## src/rtl/vco_meas_pkg.sv

```systemverilog
// Shared definitions for the VCO gated frequency meter: FSM states and default widths.
package vco_meas_pkg;

    localparam int DEFAULT_GATE_W = 16;
    localparam int DEFAULT_CNT_W  = 20;
    localparam int unsigned CNT_MAX = (1 << DEFAULT_CNT_W) - 1;

    typedef enum logic [1:0] {
        IDLE  = 2'd0,
        COUNT = 2'd1,
        DONE  = 2'd2
    } meas_state_e;

endpackage

```

## src/rtl/vco_edge_sync.sv

```systemverilog
// Brings the divided VCO output into the CLK domain and emits a one-cycle pulse per rising edge.
// All asynchronous-crossing flops of the meter live here and nowhere else.
module vco_edge_sync
    import vco_meas_pkg::*;
(
    input  logic clk,
    input  logic reset,
    input  logic vco_in,
    output logic rise
);

    logic sync_1;
    logic sync_2;
    logic hist;

    // NOTE: non-blocking assignments make every flop sample its pre-edge input,
    // so the chain really is three stages; blocking here would collapse it into one.
    always_ff @(posedge clk) begin
        if (reset) begin
            sync_1 <= 1'b0;
            sync_2 <= 1'b0;
            hist   <= 1'b0;
        end else begin
            sync_1 <= vco_in;
            sync_2 <= sync_1;
            hist   <= sync_2;
        end
    end

    assign rise = sync_2 & ~hist;

endmodule

```

## src/rtl/vco_freq_meter.sv

```systemverilog
// Gated frequency counter: counts synchronised VCO rising edges over a window of
// GATE_CYCLES clocks and presents the result with a level VALID/ACK handshake.
module vco_freq_meter
    import vco_meas_pkg::*;
#(
    parameter int GATE_W = DEFAULT_GATE_W,
    parameter int CNT_W  = DEFAULT_CNT_W
) (
    input  logic              CLK,
    input  logic              RESET,
    input  logic              VCO_IN,
    input  logic              MEAS_TRIG,
    input  logic [GATE_W-1:0] GATE_CYCLES,
    input  logic              ABORT,
    input  logic              ACK,
    output logic [CNT_W-1:0]  BF_COUNT,
    output logic              VALID,
    output logic              BUSY,
    output logic              OVERFLOW
);

    localparam logic [CNT_W-1:0] CNT_SAT = '1;

    meas_state_e       state;
    meas_state_e       state_next;
    logic [GATE_W-1:0] gate_left;
    logic [CNT_W-1:0]  cnt;
    logic [CNT_W-1:0]  cnt_next;
    logic              ovf;
    logic              ovf_next;
    logic [CNT_W-1:0]  bf_count_r;
    logic              valid_r;
    logic              overflow_r;
    logic              rise;
    logic              accept;
    logic              load_result;
    logic              zero_gate;

    vco_edge_sync u_edge_sync (
        .clk    (CLK),
        .reset  (RESET),
        .vco_in (VCO_IN),
        .rise   (rise)
    );

    assign zero_gate = (GATE_CYCLES == '0);

    // Saturating edge counter; the value includes the current cycle's edge so the
    // last window cycle can be loaded straight into the result register.
    always_comb begin
        cnt_next = cnt;
        ovf_next = ovf;
        if (rise) begin
            if (cnt == CNT_SAT) begin
                ovf_next = 1'b1;
            end else begin
                cnt_next = cnt + CNT_W'(1);
            end
        end
    end

    always_ff @(posedge CLK) begin
        if (RESET) begin
            state <= IDLE;
        end else begin
            state <= state_next;
        end
    end

    // NOTE: every output of this block gets a default before the case, so no
    // path leaves a signal unassigned and no latch is inferred.
    always_comb begin
        state_next  = state;
        accept      = 1'b0;
        load_result = 1'b0;
        unique case (state)
            IDLE, DONE: begin
                if (MEAS_TRIG) begin
                    accept = 1'b1;
                    if (zero_gate) begin
                        state_next  = DONE;
                        load_result = 1'b1;
                    end else begin
                        state_next = COUNT;
                    end
                end
            end
            COUNT: begin
                // ABORT outranks the closing cycle, so an aborted window never loads.
                if (ABORT) begin
                    state_next = IDLE;
                end else if (gate_left == GATE_W'(1)) begin
                    state_next  = DONE;
                    load_result = 1'b1;
                end
            end
            default: state_next = IDLE;
        endcase
    end

    always_ff @(posedge CLK) begin
        if (RESET) begin
            gate_left  <= '0;
            cnt        <= '0;
            ovf        <= 1'b0;
            bf_count_r <= '0;
            valid_r    <= 1'b0;
            overflow_r <= 1'b0;
        end else begin
            if (accept) begin
                gate_left <= GATE_CYCLES;
                cnt       <= '0;
                ovf       <= 1'b0;
            end else if (state == COUNT) begin
                gate_left <= gate_left - GATE_W'(1);
                cnt       <= cnt_next;
                ovf       <= ovf_next;
            end

            // A zero-length window completes on the trigger itself with a zero result.
            if (load_result) begin
                bf_count_r <= accept ? '0 : cnt_next;
                overflow_r <= accept ? 1'b0 : ovf_next;
                valid_r    <= 1'b1;
            end else if (accept || ACK) begin
                valid_r <= 1'b0;
            end
        end
    end

    assign BF_COUNT = bf_count_r;
    assign VALID    = valid_r;
    assign BUSY     = (state == COUNT);
    assign OVERFLOW = overflow_r;

endmodule

```

## config.mk

```make
export PLATFORM = sky130hd
export DESIGN_NAME = vco_freq_meter
export DESIGN_NICKNAME = d
export VERILOG_FILES = /design/src/rtl/vco_meas_pkg.sv /design/src/rtl/vco_edge_sync.sv /design/src/rtl/vco_freq_meter.sv
export SDC_FILE = /design/constraint.sdc
export NUM_CORES = 1
export LEC_CHECK = 0
export BUFFER_PORTS_ARGS = -buffer_cell sky130_fd_sc_hd__buf_2
export CORE_MARGIN = 4
export CORE_UTILIZATION = 40
export CTS_CLUSTER_DIAMETER = 120
export DETAILED_ROUTE_END_ITERATION = 8
export GPL_TIMING_DRIVEN = 1
export HOLD_SLACK_MARGIN = 0.02
export SETUP_SLACK_MARGIN = 0.2
export SLEW_MARGIN = 0
export SYNTH_ARGS = -nofsm -noshare
export SYNTH_HDL_FRONTEND = slang
export SYNTH_HIERARCHICAL = 1
export SYNTH_SLANG_ARGS = --single-unit
```

## constraint.sdc

```tcl
create_clock -name CLK -period 4.25 [get_ports CLK]
set_input_delay 0.425 -clock CLK [delete_from_list [all_inputs] [get_ports CLK]]
set_output_delay 0.425 -clock CLK [all_outputs]
set_load 0.02 [all_outputs]
```

==> results.cfg, run 1 <==
[cts]
h-tree-depth = 3
cts_buffers = 9
clkSinkCount = 64
clk_pin_slew_worst_paths_ns = 0.07
clockBufferDepth = 2
cts_tree = done
cts_setup_buffers = 0
insertion_delay_ns = 0.35
cts_root_buf = clkbuf_8
cts_hold_buf = 0
cts_resized = 0

[grt]
overflow = 0
grt_max_degree = 31
grt_pass1_vias = 2816
antenna_found_initial = 0
track_usage_pct = 16.9
grt_pass1_wl_um = 13500

[setup_path]
arrival_ns = 3.01
slowest_delay_ns = 0.60
r2r_cells = 6
rr_endpoint = gate_left[7]$_SDFFE_PP0P_
critPathCaptureType = flip-flop
slowest_stage = inv_1
crit_path_start_kind = flip-flop
r2r_slack_ns = 1.52
path_cells = nand2b_1 -> inv_1 -> nand4_1 -> nor4_1 -> mux2_2 -> a21oi_1
path_class = flip-flop to flip-flop
path_max_fanout = 18
rr_startpoint = state[0]$_SDFFE_PP0P_
crit_required_ns = 4.53

[synthesis]
synth_fp_nets = 421
syn_inst = 396
synth_edf_count = 0
synth-warning-count = 6
synth_area_sq_mm = 0.00329
synth_ff_type = dfxtp_1
synth_cell_types = 52
ys_seq_area_share_pct = 39.0
ys_ff_latch = 64
synthArstFlopShare_pct = 0
syn_area_per_cell_sq_um = 8.30

[route]
drt_iter0_drc = 132
drt_first_pass_iters = 5
vias = 2932
wl_per_cell_um = 14.7
vias_per_cell = 5.49
drt-total-wl_um = 7830
drtAntennaViolNets = 0
drc_errors = 0

[hold_path]
hold_start = VCO_IN
hp-class = input pin to flip-flop
holdPathStages = 2
whs_endpoint = u_edge_sync/sync_1$_SDFF_PP0_

[run]
maxCapViolations = 0

[final_layout]
layout_commonest_cell = dfxtp_1
area_growth_pct = 13.3
fin_nets = 452
final_util_pct = 47.4
fillers = 805
final_cells = 534
regArea_sq_mm = 0.00128
drive_gt1_share_pct = 16.0
multi_input_area_sq_mm = 0.00187
most-common-layout-cells = dfxtp_1 (64), nor2_1 (44), buf_2 (44)
num_antenna_cells = 0

[sta]
drv_slew = 0
min_period_ns = 2.73
timing.hold.ws_ns = 0.291
setup_viol = 0
period_share_pct = 64.3
fin_ws_ns = 1.52
hold_viol_final = 0
fmax_ghz = 0.366
max_slew_margin_pct = 27.3
tightest_slew_ns = 1.09
tns_ns = 0
rsz0062_at_grt = no
finClkSkew_ns = 0.00700

[place]
gp_congestion = 0.880
place_hpwl_um = 5520
dp_cells = 518
preCtsSetupSlack_ns = 1.61
port_buffers = 44

[die]
rows = 32
initial_core_util_pct = 41.9
num_io_pins = 45
die_h_um = 98.7
coreArea_sq_mm = 0.00785
die-area_sq_mm = 0.00973
die_width_um = 98.7

[power_and_ir_drop]
p_leak_nw = 1.34
pwr_density_cell_mw_per_mm2 = 335
vdd_ir_drop_max_mv = 0.168

[run_status]
status = complete, no violations
==> state kept, by name, summed over array words and instances (netlist names), 2 cells and up <==
signal / flops
gate_left: 16
BF_COUNT: 20
state: 2
cnt: 20
==> cell families (layout without fill, tap and decap cells) <==
family	after synthesis	in the layout	synth area share, %
adder cells (fa/ha/maj)	3	3	1.14
flip-flops	64	64	39.0
AO/OA/AOI/OAI	83	83	16.8
buffers and inverters	33	69	4.23
multiplexers	7	7	2.17
XOR/XNOR	36	36	9.59
AND/OR/NAND/NOR	170	170	27.1
==> cell usage after synthesis, types with 2 or more instances <==
master / n / area (sq um)
nor4_1: 10 / 62.6
clkbuf_1: 23 / 86.3
a211o_1: 3 / 26.3
nor2_1: 44 / 165
or4_1: 3 / 22.5
a2111oi_0: 3 / 26.3
dfxtp_1: 64 / 1280
nand2b_1: 5 / 31.3
nand3b_1: 2 / 15.0
a21oi_1: 11 / 55.1
o21bai_1: 2 / 15.0
and4_1: 6 / 52.6
o21ai_0: 12 / 60.1
mux2i_1: 6 / 60.1
a311oi_1: 4 / 35.0
nor3_1: 9 / 45.0
and2_1: 2 / 12.5
a31oi_1: 6 / 37.5
or3_1: 5 / 31.3
nand3_1: 12 / 60.1
nor3b_1: 4 / 30.0
ha_1: 3 / 37.5
xnor2_1: 12 / 105
buf_6: 2 / 22.5
inv_1: 8 / 30.0
a211oi_1: 11 / 82.6
nand4_1: 14 / 87.6
nand2_1: 37 / 139
o31ai_1: 4 / 30.0
o211ai_1: 6 / 45.0
o21ai_1: 11 / 55.1
and3_1: 6 / 37.5
nor2b_1: 4 / 25.0
xor2_1: 24 / 210
==> critical path: cells and delay by family (launching register included) <==
family / cells / cell delay, ns
simple gates: 3 / 1.11
buf+inv: 1 / 0.60
flops: 1 / 0.44
mux: 1 / 0.38
compound gates: 1 / 0.13
==> how the worst max path moves through the flow <==
stage                                          from                        end  slack, ns  cells after the start
final                         state[0]$_SDFFE_PP0P_  gate_left[7]$_SDFFE_PP0P_       1.52                      6
after global routing          state[0]$_SDFFE_PP0P_  gate_left[7]$_SDFFE_PP0P_       1.24                      6
after CTS                     state[0]$_SDFFE_PP0P_  gate_left[7]$_SDFFE_PP0P_       1.58                      6
after detailed placement      state[0]$_SDFFE_PP0P_  gate_left[7]$_SDFFE_PP0P_       1.61                      6
after global placement        state[0]$_SDFFE_PP0P_  gate_left[7]$_SDFFE_PP0P_       1.71                      6
after floorplan           gate_left[4]$_SDFFE_PP0P_   BF_COUNT[9]$_SDFFE_PP0P_       2.08                      7
==> per-stage QoR <==
| step | instance area, sq um | total power [W] |
|---|---|---|
| CTS | 3720 | 0.00126 |
| detailed placement | 3540 | 0.000771 |
| floorplan | 3290 | 0.000733 |
| finish | 3720 | 0.00125 |
| global placement | 3540 | 0.000769 |
| global route | 3720 | 0.00130 |
==> final cells by class <==
type                       count  share of cell area [%]
sequential                    64                    34.4
clock inverter                 3                   0.403
inverter                       8                   0.806
timing repair buffer          45                    6.12
tap                          102                    3.43
multi-input combinational    299                    50.3
clock buffer                  13                    4.54
==> routing by layer <==
metal / vias to the layer above / track usage (%) / wire (um)
met5: - / 0 / 0
met4: 0 / 7.35 / 125
met3: 11 / 3.68 / 369
met2: 63 / 27.3 / 3660
met1: 1361 / 21.7 / 3670
li1: 1497 / - / -
==> report_power, final <==
| group | total (W) | internal, W | switching [W] |
|---|---|---|---|
| clock | 0.000490 | 0.000257 | 0.000233 |
| combinational | 0.000122 | 0.0000483 | 0.0000732 |
| sequential | 0.000636 | 0.000617 | 0.0000189 |
Note: power is estimated with default switching activity, not from simulation.
==> run 2, diff against run 1 <==
==> constraint.sdc (replaced) <==
create_clock -name CLK -period 2.21 [get_ports CLK]
set_input_delay 0.221 -clock CLK [delete_from_list [all_inputs] [get_ports CLK]]
set_output_delay 0.221 -clock CLK [all_outputs]
set_load 0.02 [all_outputs]
==> run 2 against run 1 <==
Compared with the run above:
- global-route usage is 1.2 points higher
- register-to-register slack got worse by 1.4 ns
- utilization grew 5.3 points
- highest routed layer unchanged
- via count grew 7.0%
- critical endpoint is now BF_COUNT[2]$_SDFFE_PP0P_
==> results.cfg, run 2 (synthesis results as in run 1) <==
[run_status]
status = complete, no violations

[sta]
tns_ns = 0
fmax_ghz = 0.468
rsz0062_at_grt = yes
tightest_slew_ns = 0.552
setup_viol = 0
drv_slew = 0
period_share_pct = 96.6
min_period_ns = 2.13
fin_ws_ns = 0.0753
finClkSkew_ns = 0.0104
max_slew_margin_pct = 63.2
timing.hold.ws_ns = 0.0794
hold_viol_final = 0

[die]
die_h_um = 98.7
die-area_sq_mm = 0.00973
coreArea_sq_mm = 0.00785
initial_core_util_pct = 41.9
die_width_um = 98.7
num_io_pins = 45
rows = 32

[power_and_ir_drop]
clkPwrFrac_pct = 39.9
pwr_density_cell_mw_per_mm2 = 603
combPwrFrac_pct = 11.1
swShare_pct = 26.0
switchingPower_w = 0.000649
vdd_ir_drop_max_mv = 0.404
p_leak_nw = 1.54
intPower_w = 0.00185
seqPwrFrac_pct = 48.9

[cts]
insertion_delay_ns = 0.35
clockBufferDepth = 2
cts_tree = done
clk_pin_slew_worst_paths_ns = 0.07
cts_buffers = 9
cts_root_buf = clkbuf_8
h-tree-depth = 3
clkSinkCount = 64
cts_hold_buf = 0

[place]
preCtsSetupSlack_ns = 0.00999
port_buffers = 44
place_hpwl_um = 5980
gp_congestion = 0.874
dp_cells = 549

[grt]
antenna_found_initial = 0
grt_max_degree = 30
grt_pass1_vias = 3023
track_usage_pct = 18.1
overflow = 0
grt_pass1_wl_um = 14500

[setup_path]
rr_endpoint = BF_COUNT[2]$_SDFFE_PP0P_
critPathCaptureType = flip-flop
startpoint = gate_left[7]$_SDFFE_PP0P_
cp_top_family = simple AND/OR/NAND/NOR gates
path_max_fanout = 18
rr_startpoint = gate_left[7]$_SDFFE_PP0P_
arrival_ns = 2.41
crit_end = BF_COUNT[2]$_SDFFE_PP0P_
slowest_stage = or4_4
path_class = flip-flop to flip-flop
cp.depth = 6
r2r_cells = 6
path_cells = nor4_4 -> nand3_2 -> or4_4 -> or3_4 -> buf_12 -> o21ai_0
crit_path_start_kind = flip-flop
r2r_slack_ns = 0.08
slowest_delay_ns = 0.55
worst-path-buf-inv = 1
crit_required_ns = 2.48

[final_layout]
num_antenna_cells = 0
fin_nets = 490
area_growth_pct = 25.8
fillers = 777
layout_commonest_cell = dfxtp_1
most-common-layout-cells = dfxtp_1 (59), nor2_1 (44), buf_2 (44)
drive_gt1_share_pct = 26.9
final_cells = 571

[route]
drc_errors = 0
wl_per_cell_um = 15.0
drt-total-wl_um = 8540
vias_per_cell = 5.50
drt_first_pass_iters = 4
drt_iter0_drc = 148
vias = 3138
drtAntennaViolNets = 0

[run]
maxCapViolations = 0

[hold_path]
hp-class = input pin to flip-flop
-- run 2: through the flow --
| stage | cell area (sq um) | utilization [%] | power [W] |
|---|---|---|---|
| 4_1_cts | 4020 | 51.2 | 0.00251 |
| 6_report | 4140 | 52.7 | 0.00250 |
| 5_1_grt | 4140 | 52.7 | 0.00260 |
| 3_3_place_gp | 3780 | 48.2 | 0.00151 |
| 2_1_floorplan | 3300 | - | 0.00141 |
| 3_5_place_dp | 3780 | 48.2 | 0.00151 |
-- run 2: worst min path at each step --
stage | from | end | slack (ns) | cells after the start
floorplan | RESET | u_edge_sync/hist$_SDFF_PP0_ | 0.29 | 1
global placement | u_edge_sync/sync_1$_SDFF_PP0_ | u_edge_sync/sync_2$_SDFF_PP0_ | 0.42 | 1
detailed placement | u_edge_sync/sync_1$_SDFF_PP0_ | u_edge_sync/sync_2$_SDFF_PP0_ | 0.42 | 1
CTS | VCO_IN | u_edge_sync/sync_1$_SDFF_PP0_ | 0.08 | 2
global route | VCO_IN | u_edge_sync/sync_1$_SDFF_PP0_ | 0.11 | 2
finish | VCO_IN | u_edge_sync/sync_1$_SDFF_PP0_ | 0.08 | 2
-- run 2: repair_timing --
| item | 4_1_cts | 5_1_grt |
|---|---|---|
| setup endpoints to repair | 27 | 34 |
| setup buffers | 2 | 4 |
| hold endpoints to repair | 0 | 0 |
| pin swaps | 2 | 6 |
| resized for setup | 9 | 22 |
| gates cloned | 0 | 1 |
-- run 2: worst reg2reg max path, stage by stage (launching register included) --
cell	delay (ns)
dfxtp_2	0.34
nor4_4	0.33
nand3_2	0.13
or4_4	0.55
or3_4	0.39
buf_12	0.16
o21ai_0	0.16
-- run 2: power groups by stage --
stage	Clock (W)	Sequential, W	Combinational (W)
after floorplan	0	0.00124	0.000169
after global placement	0	0.00125	0.000261
after detailed placement	0	0.00125	0.000264
after CTS	0.00101	0.00122	0.000273
after global routing	0.00107	0.00122	0.000309
final	0.000997	0.00122	0.000278
-- run 2: per-layer routing --
metal | share of wire [%] | wire length (um) | global-route usage [%] | vias to the layer above
met5 | 0 | 0 | 0 | -
met4 | 1.9 | 159 | 8.30 | 0
met3 | 4.6 | 397 | 2.97 | 13
met2 | 47 | 4020 | 29.0 | 80
met1 | 46 | 3960 | 24.0 | 1465
li1 | - | - | - | 1580
-- run 2: cell type report --
class / instances / area, sq um / share of cell area [%]
Sequential cell: 64 / 1290 / 31.2
Multi-Input combinational cell: 300 / 1980 / 48.0
Inverter: 8 / 30.0 / 0.726
Clock inverter: 4 / 45.0 / 1.09
Timing Repair Buffer: 82 / 518 / 12.5
Tap cell: 102 / 128 / 3.09
Clock buffer: 11 / 141 / 3.42
